[src/rtl/seg_display_arbiter.sv]
// Round-robin arbiter sharing the six-digit seven-segment display between three sources,
// with a minimum hold time. Optional source-0 preemption when SEG_ARB_PRIORITY_EN is defined.
module seg_display_arbiter #(
    parameter int TICK_CYCLES = 50_000,
    parameter int HOLD_MS     = 1000
) (
    input  logic        CLK_50M,
    input  logic        RST_N,
    input  logic [2:0]  i_req,
    input  logic [23:0] i_data0,
    input  logic [23:0] i_data1,
    input  logic [23:0] i_data2,
    input  logic [5:0]  i_dp0,
    input  logic [5:0]  i_dp1,
    input  logic [5:0]  i_dp2,
    output logic [2:0]  o_gnt,
    output logic [23:0] o_disp_data,
    output logic [5:0]  o_disp_dp,
    output logic        o_disp_valid
);

    typedef enum logic {IDLE, OWN} state_t;

    localparam int PW = (TICK_CYCLES > 1) ? $clog2(TICK_CYCLES) : 1;
    localparam int MW = (HOLD_MS > 0) ? $clog2(HOLD_MS + 1) : 1;
    localparam logic [PW-1:0] PRESC_LAST = PW'(TICK_CYCLES - 1);
    localparam logic [MW-1:0] MS_DONE    = MW'(HOLD_MS);
    localparam logic [MW-1:0] MS_PENULT  = MW'(HOLD_MS - 1);

    state_t          state_q, state_d;
    logic [1:0]      owner_q, owner_d;
    logic [1:0]      last_q, last_d;
    logic [PW-1:0]   presc_q, presc_d;
    logic [MW-1:0]   ms_q, ms_d;
    logic [2:0]      gnt_q, gnt_d;
    logic [23:0]     data_q, data_d;
    logic [5:0]      dp_q, dp_d;
    logic            valid_q, valid_d;

    logic            take;
    logic [1:0]      new_owner;
    logic [2:0]      others;
    logic            expiring;
    logic            hold_yields;

    // First set bit of mask searching last+1, last+2, last+3 (mod 3).
    function automatic logic [1:0] rr_pick(input logic [2:0] mask, input logic [1:0] last);
        logic [1:0] pick;
        logic       found;
        int         s;
        pick  = 2'd0;
        found = 1'b0;
        for (int k = 1; k <= 3; k++) begin
            s = (int'(last) + k) % 3;
            if (!found && mask[s]) begin
                found = 1'b1;
                pick  = 2'(s);
            end
        end
        return pick;
    endfunction

    always_comb begin
        state_d     = state_q;
        owner_d     = owner_q;
        last_d      = last_q;
        presc_d     = presc_q;
        ms_d        = ms_q;
        take        = 1'b0;
        new_owner   = owner_q;
        others      = i_req & ~(3'b001 << owner_q);
        // The edge that completes the hold counts as expired, so ownership lasts exactly the hold.
        expiring    = (ms_q == MS_DONE) || ((ms_q == MS_PENULT) && (presc_q == PRESC_LAST));
`ifdef SEG_ARB_PRIORITY_EN
        hold_yields = (owner_q != 2'd0);
`else
        hold_yields = 1'b1;
`endif

        case (state_q)
            IDLE: begin
                if (|i_req) begin
                    take      = 1'b1;
                    new_owner = rr_pick(i_req, last_q);
                end
            end
            OWN: begin
                if (!i_req[owner_q]) begin
                    if (|i_req) begin
                        take      = 1'b1;
                        new_owner = rr_pick(i_req, last_q);
                    end else begin
                        state_d = IDLE;
                    end
                end else if (expiring && hold_yields && (|others)) begin
                    take      = 1'b1;
                    new_owner = rr_pick(others, last_q);
                end
            end
            default: state_d = IDLE;
        endcase

`ifdef SEG_ARB_PRIORITY_EN
        if (i_req[0] && !((state_q == OWN) && (owner_q == 2'd0))) begin
            take      = 1'b1;
            new_owner = 2'd0;
        end
`endif

        if (take) begin
            state_d = OWN;
            owner_d = new_owner;
            last_d  = new_owner;
            presc_d = '0;
            ms_d    = '0;
        end else if (state_d == IDLE) begin
            presc_d = '0;
            ms_d    = '0;
        end else if (ms_q != MS_DONE) begin
            if (presc_q == PRESC_LAST) begin
                presc_d = '0;
                ms_d    = ms_q + 1'b1;
            end else begin
                presc_d = presc_q + 1'b1;
            end
        end

        if (state_d == OWN) begin
            gnt_d   = 3'b001 << owner_d;
            valid_d = 1'b1;
            case (owner_d)
                2'd0:    begin data_d = i_data0; dp_d = i_dp0; end
                2'd1:    begin data_d = i_data1; dp_d = i_dp1; end
                default: begin data_d = i_data2; dp_d = i_dp2; end
            endcase
        end else begin
            gnt_d   = 3'b000;
            valid_d = 1'b0;
            data_d  = 24'hFFFFFF;
            dp_d    = 6'b0;
        end
    end

    always_ff @(posedge CLK_50M or negedge RST_N) begin
        if (!RST_N) begin
            state_q <= IDLE;
            owner_q <= 2'd0;
            last_q  <= 2'd2;
            presc_q <= '0;
            ms_q    <= '0;
            gnt_q   <= 3'b000;
            data_q  <= 24'hFFFFFF;
            dp_q    <= 6'b0;
            valid_q <= 1'b0;
        end else begin
            state_q <= state_d;
            owner_q <= owner_d;
            last_q  <= last_d;
            presc_q <= presc_d;
            ms_q    <= ms_d;
            gnt_q   <= gnt_d;
            data_q  <= data_d;
            dp_q    <= dp_d;
            valid_q <= valid_d;
        end
    end

    assign o_gnt        = gnt_q;
    assign o_disp_data  = data_q;
    assign o_disp_dp    = dp_q;
    assign o_disp_valid = valid_q;

endmodule

[config.mk]
export PLATFORM = sky130hd
export DESIGN_NAME = seg_display_arbiter
export DESIGN_NICKNAME = d
export VERILOG_FILES = /design/src/rtl/seg_display_arbiter.sv
export SDC_FILE = /design/constraint.sdc
export NUM_CORES = 1
export LEC_CHECK = 0
export BUFFER_PORTS_ARGS = -buffer_cell sky130_fd_sc_hd__buf_2
export CORE_MARGIN = 10
export CORE_UTILIZATION = 56
export CTS_BUF_LIST = sky130_fd_sc_hd__clkbuf_8
export DETAILED_ROUTE_END_ITERATION = 12
export PLACE_DENSITY = 0.95
export SLEW_MARGIN = 25
export SYNTH_ARGS = -nofsm -noshare
export SYNTH_HDL_FRONTEND = slang
export SYNTH_SLANG_ARGS = --single-unit
[constraint.sdc]
create_clock -name CLK_50M -period 8.1 [get_ports CLK_50M]
set_clock_uncertainty 0.1 [all_clocks]
set_input_delay 1.215 -clock CLK_50M [delete_from_list [all_inputs] [get_ports CLK_50M]]
set_output_delay 1.215 -clock CLK_50M [all_outputs]
set_load 0.05 [all_outputs]
Word-level counts from Yosys, hierarchy flattened --
Cells that the tools add are included.
Storage, ports and cells: logic and storage cells 127, output and inout port bits 34, register bits 65
Operators by class: divide/modulo/power cells 3, reductions and logical operators 19, add/sub/neg operators 5, eq/ne operators 7, shift operators 2, mux-type cells 75, $lt $le $gt $ge 4, bitwise gates (word level) 3
Operators by type and width (count):
- less-than comparator 32 x 4 -> 1 bit (second input constant) | 3
- modulo 32 x 3 -> 32 bit (second input constant) | 3
- two-way mux 16 bit | 4
- one-hot mux 24 bit (2 select lines) | 1
- two-way mux 1 bit | 40
- two-way mux 10 bit | 4
- two-way mux 2 bit | 13
- two-way mux 24 bit | 1
- equality test 10 bit (second input constant) | 2
- adder 16 x 1 -> 16 bit (second input constant) | 1
- equality test 16 bit (second input constant) | 1
- binary-select mux 1 bit (select 2 bit) | 7
- one-hot mux 6 bit (2 select lines) | 1
- adder 10 x 1 -> 10 bit (second input constant) | 1
- inequality test 10 bit (second input constant) | 1
- logical AND 1 bit | 8
- adder 2 x 2 -> 3 bit (second input constant) | 2
- zero test 1 bit | 6
- two-way mux 6 bit | 1
- inequality test 3 bit (second input constant) | 2
- OR reduction 3 bit | 2
- left shift 1 x 2 -> 3 bit (first input constant) | 2
- one-hot mux 2 bit (2 select lines) | 1
- adder 2 x 1 -> 3 bit (second input constant) | 1
- other kinds (10) | 10

Longest topological paths before layout --
depth after elaboration 26, gate-level depth with buffers 11, mapped depth without buffers 9

Worst setup path after synthesis --
Ideal clock, no wire load.
path kind input -> register, start point input port i_req[0], end point register data_q[15], in the netlist o_disp_data[15], stages on the path 9, arrival 3.260 ns, slack 4.657 ns, buffers on the path 2, required time 7.917 ns, setup time 0.083 ns, cells stage by stage clkbuf_1 nor2_1 a2111o_1 a31oi_1 o2bb2ai_1 a41oi_2 nand3_2 buf_2 o32a_1
Between the ends: cells in the longest elaborated chain, start to end 24, elaborated cells between the ends (all ways) 81, those cells by class eq/ne: 1; mux: 63; bitwise: 1; reduce/logical: 16
Ends and longest elaborated chain:
- start: declaration | RTL line 9 | input logic [2:0] i_req,
- bitwise AND 3 bit | RTL line 71 | others = i_req & ~(3'b001 << owner_q);
- binary-select mux 1 bit (select 2 bit) | RTL line 55 | if (!found && mask[s]) begin
- two-way mux 1 bit (not written as such) (2 in series) | RTL line 55
- two-way mux 1 bit | RTL line 55
- two-way mux 1 bit | RTL line 95 | end else if (expiring && hold_yields && (|others)) begin
- two-way mux 1 bit | RTL line 88 | if (!i_req[owner_q]) begin
- two-way mux 1 bit | RTL line 80 | case (state_q)
- zero test 1 bit | RTL line 55
- [8 not listed]
- two-way mux 2 bit | RTL line 95
- two-way mux 2 bit | RTL line 88
- one-hot mux 2 bit (2 select lines) | RTL line 80
- two-way mux 2 bit | RTL line 110 | if (take) begin
- equality test 2 x 1 -> 1 bit / zero test 2 bit (equally long branches) | RTL line 131 | case (owner_d)
- one-hot mux 24 bit (2 select lines) | RTL line 131
- two-way mux 24 bit * | RTL line 128 | if (state_d == OWN) begin
- named net data_d[15] | RTL line 36 | logic [23:0] data_q, data_d;
- end signal: assignment | RTL line 162 | data_q <= data_d;
- end: declaration | RTL line 36
The timed path passes the listed nets; every way through them passes the cells marked *. The select of a mux whose other input is x is not followed. A chain may end at the register's enable or synchronous reset.

Final worst setup path --
start point input port i_req[2], end point register data_q[10], in the netlist o_disp_data[10]
Between the ends: elaborated cells between the ends (all ways) 81, those cells by class eq/ne: 1; mux: 63; bitwise: 1; reduce/logical: 16
RTL lines:
- bitwise AND 3 bit | RTL line 71
- OR reduction 3 bit | RTL line 95
- logical AND 1 bit | RTL line 95
- two-way mux 1 bit | RTL line 95
- two-way mux 1 bit | RTL line 88
- one-hot mux 1 bit (2 select lines) | RTL line 80
- two-way mux 1 bit * | RTL line 110
- named net state_d | RTL line 30 | state_t state_q, state_d;
- two-way mux 24 bit * | RTL line 128
- named net data_d[10] | RTL line 36
Marks and branches as above.

==> impl_metrics.csv <==
group,metric,value,unit
run_status,outcome,"finished clean",
cts,h-tree-depth,3,
detailed_routing,drt_first_pass_iters,5,
setup_path,reg2reg_depth,8,
min_path,min-delay-start,"last_q[1]",
sta,min_period,3994,ps
global_routing,grt_max_degree,65,
cts,insertion_delay,350,ps
global_routing,grt_pass1_wl,17840,um
setup_path,r2r-end,"o_disp_data[10]",
detailed_routing,via_count,3601,
sta,finalSetupViolations,0,
detailed_routing,routed_wl,11350,um
floorplan,ios,129,
placed_design,finalWeightedCongestion,0.8554,
setup_path,crit_type,"input pin to flip-flop",
finish,syn_to_final_growth,22.26,%
floorplan,coreArea,6719,um^2
global_routing,grt_use_met1,0.2321,
power,power_density,378.2,nW/um^2
synth,yosysMostFrequentCell,"dfrtp_1",
synth,synthFlopType,"dfrtp_1",
sta,max_freq,0.2504,GHz
floorplan,initial_core_util,0.5696,
power,p_total,1.770,mW
global_routing,antenna_found_initial,0,
floorplan,die_w,102.7,um
cts,cts_resized,0,
synth,yosysWarnings,0,
synth,ys_seq_area_frac,0.4266,
sta,max_slew.worst_pin.slew,999.0,ps
finish,layout-drive-gt1-share,0.3542,
detailed_routing,via_per_inst,6.093,
global_routing,grt-ovfl-total,0,
setup_path,r2r_setup_slack,4230,ps
min_path,hold_depth,2,
setup_path,crit_arrival,4160,ps
floorplan,dieHeight,102.7,um
global_routing,gr-usage-met2,0.3484,
detailed_routing,dr.first_iter.drc_count,348,
cts,cts_tree,"done",
synth,synth-seq-cells,64,
sta,maxSlewViolCount,0,
placed_design,place_hpwl,8175,um
cts,path_clk_slew,70,ps
sta,period_share,0.4930,
detailed_routing,wl_per_cell,19.20,um
setup_path,worstReg2RegStart,"last_q[1]",
global_routing,grt_pass1_vias,3677,
synth,syn_area,3827,um^2
power,cellLeakagePower,2.098,nW
global_routing,grt_use_met3,0.1119,
finish,num_antenna_cells,0,
setup_path,path_max_fanout,26,
placed_design,io_buffers,128,
floorplan,num_rows,30,
floorplan,dieArea,10540,um^2
setup_path,crit_chain,"buf_2 -> nor3_4 -> inv_1 -> o21ai_0 -> o22ai_1 -> and4b_1 -> a41oi_2 -> nand3_2 -> o32a_1",
synth,synthTopCellsByArea,"dfrtp_1 25%, dfstp_2 17%, o32a_1 6.3%",
synth,synth_top_area_frac,0.2550,
synth,synth_edf_count,0,
cts,cts_sinks,64,
synth,syn_area_per_cell,9.690,um^2
global_routing,grt_usage,0.2142,
global_routing,busiest_layer,"met2",
sta,slew_headroom,0.3295,
sta,rsz0062_at_grt,"no",
synth,synthesis.nets,496,
sta,final.setup.tns,0,ps
synth,syn_inst,395,
finish,fin_nets,607,
flow_run,maxCapViolations,0,
cts,cts_buffer_depth,2,
setup_path,cp_num_buf_inv,2,
cts,clockRootBuffer,"clkbuf_8",
setup_path,startpoint_type,"input pin",
cts,cts_buffers,9,
cts,hold_buffers,0,
min_path,hold_end,"last_q[1]",
synth,synth_top_cell_by_area,"dfrtp_1",
detailed_routing,drcViolationCount,0,
setup_path,end_kind,"flip-flop",
power,peakVddDrop,0.2437,mV
setup_path,crit_family,"compound AO/OA/AOI/OAI gates",
synth,synth_commonest_cells,"39 x dfrtp_1, 32 x nor2_1, 25 x dfstp_2, 25 x nor3b_1",
setup_path,worst_path_largest_cell_delay,650,ps
detailed_routing,final_antenna_net_count,0,
setup_path,cp_slowest_cell,"nand3_2",
setup_path,required,8270,ps
finish,fill_cells,451,
min_path,hp-class,"flip-flop to flip-flop",
synth,synth.distinct_cells,56,
cts,postCtsSetupRepairBufs,0,
synth,synth_async_sr_flop_share,1.000,
sta,hold_viol_final,0,
-- layout by cell type (no fill, tap or decap), types with 2 or more instances in the layout --
cell / count
a21oi_1: 15
a21o_1: 2
nand4_1: 7
nor2b_1: 5
nor4_4: 2
o21ai_0: 16
nand3b_1: 3
o211ai_1: 3
nor3_1: 4
clkbuf_8: 10
inv_1: 19
nand2_1: 22
dfstp_2: 25
and3_1: 4
nand3_1: 13
nor3b_1: 25
and2_1: 2
nor2_1: 32
a311oi_1: 3
nand2b_1: 5
ha_1: 6
dfrtp_1: 39
mux2i_1: 2
buf_2: 128
xor2_1: 19
a211oi_1: 7
nor4_1: 2
o32a_1: 24
o311a_1: 6
bufinv_16: 2
o21a_1: 24
xnor2_1: 3
buf_4: 2
o31ai_1: 2
or2_2: 2
and4b_1: 2
-- cells by family (layout without fill, tap and decap cells) --
kind of cell               Yosys count  count (layout)  share of synthesized area
and+or+nand+nor                    139             139                     0.2148
adders and majority gates            6               6                    0.01961
xor gates and xnor gates            22              22                    0.05034
buffers and inverters               48             164                    0.05394
muxes                                2               2                   0.005231
AOI/OAI and AO/OA                  114             114                     0.2295
DFF                                 64              64                     0.4266
-- layer usage --
metal	vias to the layer above	share of wire
li1	1670	-
met1	1740	0.37
met2	165	0.50
met3	26	0.11
met4	0	0.023
met5	-	0
-- worst max path at each step --
stage | from | endpoint | slack (ps) | cells after the start
2_1_floorplan | i_req[0] | o_disp_data[15] | 4660 | 9
3_3_place_gp | i_req[2] | o_disp_data[12] | 3920 | 9
3_5_place_dp | i_req[1] | o_disp_data[10] | 3770 | 9
4_1_cts | i_req[2] | o_disp_data[10] | 4120 | 9
5_1_grt | i_req[2] | o_disp_data[10] | 3880 | 9
6_report | i_req[2] | o_disp_data[10] | 4110 | 9
-- stage by stage --
step	cells	hold slack, ps	utilization	area, um^2	setup WS, ps
2_1_floorplan	395	357.7	-	3827	4657
3_3_place_gp	575	374.2	0.6633	4457	3921
3_5_place_dp	575	374.2	0.6633	4457	3774
4_1_cts	591	384.8	0.6965	4679	4122
5_1_grt	591	420.9	0.6965	4679	3881
6_report	591	383.9	0.6965	4679	4106
-- state kept, by name (all words and copies together), names as in the netlist --
signal	flops
o_disp_dp	6
o_gnt	3
ms_q	10
o_disp_data	24
last_q	2
presc_q	16
state_q	1
owner_q	2
-- report_power, final --
group | internal (mW) | switching [mW] | total [mW]
clock | 0.181 | 0.124 | 0.304
sequential | 0.463 | 0.0502 | 0.513
combinational | 0.292 | 0.661 | 0.953
total | 0.935 | 0.835 | 1.77
-- layout make-up --
class	instances	area, um^2	share of cell area
multi-input combinational	283	2001	0.4275
clock inverter	6	85.08	0.01818
clock buffer	10	137.6	0.02941
inverter	18	67.56	0.01444
timing repair buffer	130	655.6	0.1401
sequential	64	1633	0.3489
tap	80	100.1	0.02139
-- tightest hold or removal path: cells and delay by family (launching register included) --
family,cells,cell delay [ps]
simple gates,2,100
flops,1,380
Note: power is estimated with default switching activity, not from simulation.
